$ cat src/rtl/reservoir_input_serializer.sv
// rtl/reservoir_input_serializer.sv - signed sample to unary +/-1 step pulses with shadow cell sum
// Optional SER_SAT_STOP_EN: end a sample early once the shadow sum sits at the bound in its direction.
module reservoir_input_serializer #(
  parameter int DATA_WIDTH = 3,
  parameter int SAMPLE_W   = 4,
  parameter int MAX_STEPS  = 7
) (
  input  logic                         iClk,
  input  logic                         iRst,
  input  logic                         iValid,
  output logic                         oReady,
  input  logic signed [SAMPLE_W-1:0]   iSample,
  input  logic                         iClear,
  output logic                         oBitU,
  output logic                         oEn,
  output logic                         oBusy,
  output logic                         oDone,
  output logic signed [DATA_WIDTH-1:0] oShadow
);

  localparam int CNT_W = $clog2(MAX_STEPS + 1);
  localparam logic signed [DATA_WIDTH-1:0] SAT_MAX = DATA_WIDTH'((1 << (DATA_WIDTH - 1)) - 1);
  localparam logic signed [DATA_WIDTH-1:0] SAT_MIN = -SAT_MAX;
  localparam logic signed [DATA_WIDTH-1:0] ONE     = DATA_WIDTH'(1);

  typedef enum logic [1:0] {IDLE, EMIT, DONE} state_t;

  state_t                       state, stateNext;
  logic   [CNT_W-1:0]           cnt, cntNext;
  logic                         dir, dirNext;
  logic signed [DATA_WIDTH-1:0] shadow;
  logic   [SAMPLE_W-1:0]        mag;
  logic   [CNT_W-1:0]           startCnt;
  logic                         accept, satStop, step;

  // Magnitude kept unsigned so the most negative sample maps to 2^(SAMPLE_W-1).
  assign mag      = iSample[SAMPLE_W-1] ? SAMPLE_W'(-iSample) : iSample;
  assign startCnt = (32'(mag) > MAX_STEPS) ? CNT_W'(MAX_STEPS) : CNT_W'(mag);
  assign accept   = iValid && (state == IDLE);

`ifdef SER_SAT_STOP_EN
  logic atBound;
  assign atBound = dir ? (shadow == SAT_MAX) : (shadow == SAT_MIN);
  assign satStop = (state == EMIT) && atBound;
`else
  assign satStop = 1'b0;
`endif

  assign step = (state == EMIT) && !satStop;

  always_ff @(posedge iClk) begin
    if (iRst) begin
      state <= IDLE;
      cnt   <= '0;
      dir   <= 1'b0;
    end else begin
      state <= stateNext;
      cnt   <= cntNext;
      dir   <= dirNext;
    end
  end

  always_comb begin
    stateNext = state;
    cntNext   = cnt;
    dirNext   = dir;
    case (state)
      IDLE: begin
        if (accept) begin
          dirNext   = !iSample[SAMPLE_W-1];
          cntNext   = startCnt;
          stateNext = (startCnt == '0) ? DONE : EMIT;
        end
      end
      EMIT: begin
        if (satStop) begin
          cntNext   = '0;
          stateNext = DONE;
        end else begin
          cntNext = cnt - CNT_W'(1);
          if (cnt == CNT_W'(1)) stateNext = DONE;
        end
      end
      DONE:    stateNext = IDLE;
      default: stateNext = IDLE;
    endcase
  end

  always_comb begin
    oReady = (state == IDLE);
    oBusy  = (state != IDLE);
    oDone  = (state == DONE);
    oEn    = step;
    oBitU  = (state == EMIT) && dir;
  end

  // Shadow mirrors the cell: saturate symmetrically, clear wins over a coincident step.
  always_ff @(posedge iClk) begin
    if (iRst) begin
      shadow <= '0;
    end else if (iClear) begin
      shadow <= '0;
    end else if (step) begin
      if (dir && (shadow != SAT_MAX)) begin
        shadow <= shadow + ONE;
      end else if (!dir && (shadow != SAT_MIN)) begin
        shadow <= shadow - ONE;
      end
    end
  end

  assign oShadow = shadow;

endmodule

$ cat config.mk
export PLATFORM = sky130hd
export DESIGN_NAME = reservoir_input_serializer
export DESIGN_NICKNAME = d
export VERILOG_FILES = /design/src/rtl/reservoir_input_serializer.sv
export SDC_FILE = /design/constraint.sdc
export NUM_CORES = 1
export LEC_CHECK = 0
export BUFFER_PORTS_ARGS = -buffer_cell sky130_fd_sc_hd__buf_2
export CORE_AREA = 2 2 48 50
export DETAILED_ROUTE_END_ITERATION = 10
export DIE_AREA = 0 0 50 52
export SETUP_SLACK_MARGIN = 0.05
export SYNTH_ARGS = -nofsm -noshare
export SYNTH_HDL_FRONTEND = slang
export SYNTH_SLANG_ARGS = --single-unit
$ cat constraint.sdc
create_clock -name iClk -period 3.3 [get_ports iClk]
set_input_delay 0.165 -clock iClk [delete_from_list [all_inputs] [get_ports iClk]]
set_output_delay 0.165 -clock iClk [all_outputs]
set_load 0.05 [all_outputs]
## After elaboration in Yosys (flattened, before gate mapping)

Index checks and enable logic that the tools add are counted.

- Add/sub/neg operators: 4
- Magnitude comparators: 1
- Eq/ne operators: 7
- Muxes and demuxes: 10
- Reductions and logical operators: 16

Operators by type and width:

| operator | number |
|---|---|
| 3-bit two-way mux | 4 |
| 2-bit AND reduction | 4 |
| 2-bit two-way mux | 3 |
| 3-bit inequality test (second input constant) | 2 |
| 3-bit one-hot mux with 2 select lines | 1 |
| 2-bit nonzero test | 3 |
| 4-bit by 3-bit > comparator with 1-bit output (second input constant) | 1 |
| 1-bit logical AND | 4 |
| 4-bit two-way mux | 1 |
| 2-bit by 1-bit inequality test with 1-bit output (second input constant) | 2 |
| 4-bit negator | 1 |
| 2-bit one-hot mux with 2 select lines | 1 |
| 3-bit by 2-bit adder with 3-bit output (second input constant) | 1 |
| 3-bit by 1-bit == test with 1-bit output (second input constant) | 1 |
| 3-bit logical NOT | 1 |
| 3-bit by 1-bit subtractor with 3-bit output (second input constant) | 1 |
| 3-bit by 2-bit subtractor with 3-bit output (second input constant) | 1 |
| 2-bit by 1-bit == test with 1-bit output (second input constant) | 1 |
| 2-bit == test (second input constant) | 1 |
| 1-bit logical NOT | 2 |
| 2-bit logical NOT | 1 |
| 2-bit OR reduction | 1 |

- Bits in registers: 9
- Input port bits: 8
- Output and inout bits: 8
- Logic and storage cells: 42

## Longest topological paths before layout

- Depth in word-level cells: 8
- Depth in mapped cells: 8
- Gate-level depth less buffers: 8

## Least setup slack after synthesis

Ideal clock, no wire load.

- Kind: reg2reg
- From: register shadow[0] (netlist: oShadow[0])
- To: register shadow[1] (netlist: oShadow[1])
- Setup time: 0.116 ns
- Data arrival time: 1.855 ns
- Required time: 3.184 ns
- Path slack: 1.329 ns
- Cell stages (with the launch flop): 8
- Path buffers: 0
- Clock period less this slack: 1.971 ns
- Cells stage by stage: dfxtp_1 > nor2b_1 > nand2_1 > nand2_1 > fa_1 > nand3_1 > a21oi_1 > a31o_2

- Longest elaborated chain between the ends: 4
- Elaborated cells on any way between the ends: 10
- Those cells by class: 2 x add/sub; 2 x eq/ne; 2 x mux; 4 x reduce/logical

RTL lines:

| item | RTL line | source |
|---|---|---|
| from (decl) | 31 | `logic signed [DATA_WIDTH-1:0] shadow;` |
| from (signal assigned) | 105 | `shadow <= shadow + ONE;` |
| from (signal assigned) | 107 | `shadow <= shadow - ONE;` |
| branches (longest 4 deep; another with 3-bit by 2-bit subtractor with 3-bit output) | -- |  |

Several ways; the timed one is not identified. The select of a mux whose other input is x is not followed.
A chain may end at the register's enable or synchronous reset.

## Worst setup path in the final report

- From: register state[0]
- To: output oBitU

- Longest elaborated chain between the ends: 2

RTL lines:

| item | RTL line | source |
|---|---|---|
| from (decl) | 28 | `state_t state, stateNext;` |
| from (signal assigned) | 57 | `state <= stateNext;` |
| 2-bit by 1-bit == test with 1-bit output | 94 | `oBitU = (state == EMIT) && dir;` |
| 1-bit logical AND | 94 |  |
| to (decl) | 14 | `output logic oBitU,` |

No other way between the ends.

==> run metrics <==
status=finished, final reports clean; Antenna diodes=0; Relative slew margins=0.583; Final Max Slew Viols=0; Nets=116; Pleak=0.339 nW; total chip power=0.000316 W; clock transition at the registers of the reported paths=60 ps; setup bufs post-CTS=0; Clk Latency, worst-skew pair=250 ps; fill count=239; min cycle time layout=1880 ps; Layout Skew=6.74 ps; die width=50 um; first-pass GRT wire length=2290 um; Total Routing Usage GR=0.118; Critical-path top delay cell=nor2b_1; setup TNS=0 ps; cts bufs inserted=3; Routed WL=1340 um; RSZ-0062 raised after global routing=false; top cell type's share of synthesized area=0.282; initial DRC count=12; CTS resizes=0; final-report hold violation count=0; most area-consuming cells after synthesis=dfxtp_1 28%, nand2_1 7.1%, o21ai_0 6.3%; CP max FO=10; VDD IR max=0.155 mV; IO buf count=15; Syn Nets=98; Hold-fix buffers, CTS=0; Post-synth EDFFs=0; CP delay by family, top=simple AND/OR/NAND/NOR gates; Area Growth Syn to Fin=19.8%; #FFs+latches synth=9; Worst R2R End=oShadow[1]; Clock Sinks=9; CP max stage delay=560 ps; commonest cells in the netlist=12 x nand2_1, 9 x dfxtp_1, 9 x nor2_1; reg2reg start=oShadow[0]; register area share after synthesis=0.282; Ys Warns=0; Placed Cells=127; worst slew pin tran=625 ps; GR Util met1=0.133; min-delay src=iSample[3]; Longest Clk Path Bufs=2; Crit Path Class=register to primary output; M3 GR Usage=0.0460; vias per cell=4.69; crit start category=register; layer with the highest usage=met2; critical path arrival=1710 ps; DIE AREA=0.00260 mm2; Yosys top cell by area=dfxtp_1; post-synthesis average cell area=7.42 um2; Final Setup Violations=0; WHS Path Cells=2; GRT met2 Usage=0.186; FMAX=532 MHz; flop-to-flop setup slack=1640 ps; DR WL/cell=10.3 um; final std cells w/o fill=131; initial antenna violation count=0; Core ar.=0.00211 mm2; Final GP Congestion=0.739; chip height=52 um; Placed Area=738 um2; post-route ant nets=0; Max Cap Violations=0; count of cell types in the netlist=32; largest net degree at the start of global routing=11; grt ovf=0; CTS tree=built; part of the cycle the worst path needs=0.570; number of global-route vias before repair=545; pre-CTS setup slack=1640 ps; critical path required time=3130 ps; most common cell in the synthesized netlist=nand2_1; drt pass-1 iters=4; CP endpoint kind=primary output; r2r worst-path depth=7; Mapped Area=638 um2; Worst Setup Slack, final=1420 ps; io pins=16; CP Cell Sequence=nor2b_1 -> and2_1 -> buf_2; via count=614; post-route cell area=764 um2; Remaining DRCs=0; num rows=17; Hold Path Sink=dir; Async SR Flop Fraction=0; predominant post-synthesis flop cell=dfxtp_1; CP Launch Point=state[0]; type of the worst min-delay path=input pin to register; initial core utilization=0.303; WP buf/inv=1; H-tree depth=1; Post-DP HPWL=1040 um; synthesized instance count=86; P per Cell Area=413 mW/mm2; layout cells sized above 1=0.204; CTS root buf=clkbuf_4
==> sequential cells by signal, indices dropped and copies added (netlist names) <==
register  cells
cnt           3
oShadow       3
state         2
dir           1
==> kinds of logic after synthesis <==
group,after synthesis,share of synthesized area
and+or+nand+nor,36,0.284
AOI/OAI and AO/OA,26,0.267
buffers and inverters,10,0.0627
DFF,9,0.282
adders and majority gates,4,0.0902
xor gates and xnor gates,1,0.0137
==> report_power, final <==
part	total, W	leakage, nW	switching (W)	internal (W)
clock network	0.0000813	0.0150	0.0000349	0.0000464
logic	0.000102	0.250	0.0000662	0.0000354
registers	0.000133	0.0741	0.0000139	0.000119
total	0.000316	0.339	0.000115	0.000201
==> worst max-delay path by stage <==
stage | slack (ps) | end | cells after the start
2_1_floorplan | 1330 | oShadow[1] | 7
3_3_place_gp | 1700 | oShadow[1] | 7
3_5_place_dp | 1640 | oShadow[1] | 7
4_1_cts | 1440 | oBitU | 3
5_1_grt | 1290 | oBitU | 3
6_report | 1420 | oBitU | 3
==> placed cells by master, fill, tap and decap left out <==
master and count:
buf_2 15, nand2_1 12, nor2_1 9, dfxtp_1 9
inv_1 8, o21ai_0 8, nand2b_1 4, a21oi_1 4
nor2b_1 3, ha_1 3, clkbuf_4 3, a211oi_1 2
a31oi_1 2, or2_2 1, and2b_1 1, and2_1 1
o211a_1 1, o311ai_0 1, o21a_1 1, or2b_1 1
a211o_1 1, o22ai_1 1, nand3_1 1, a31o_2 1
or3_1 1, o41ai_1 1, nor3b_2 1, xnor2_1 1
nand3b_1 1, o21bai_1 1, a221oi_1 1, a21boi_0 1
fa_1 1, clkbuf_1 1
==> through the flow <==
step           hold WS, ps   util
2_1_floorplan          234      -
3_3_place_gp           431  0.351
3_5_place_dp           437  0.351
4_1_cts                168  0.363
5_1_grt                168  0.363
6_report               172  0.363
==> layer usage <==
layer / part of all wire / up-vias
met4: 0 / 0
met2: 0.47 / 13
met1: 0.49 / 270
met5: 0 / -
li1: - / 331
met3: 0.042 / 0
==> final cells by class <==
| cell class | count | area (um2) | share of cell area |
|---|---|---|---|
| clock buffers | 4 | 26.3 | 0.0344 |
| inverters | 8 | 30.0 | 0.0393 |
| multi-input cells | 67 | 418 | 0.547 |
| flip-flops and latches | 9 | 180 | 0.236 |
| well taps | 28 | 35.0 | 0.0458 |
| repair buffers | 15 | 75.1 | 0.0982 |
No activity file was read; power rests on OpenSTA's default activity.
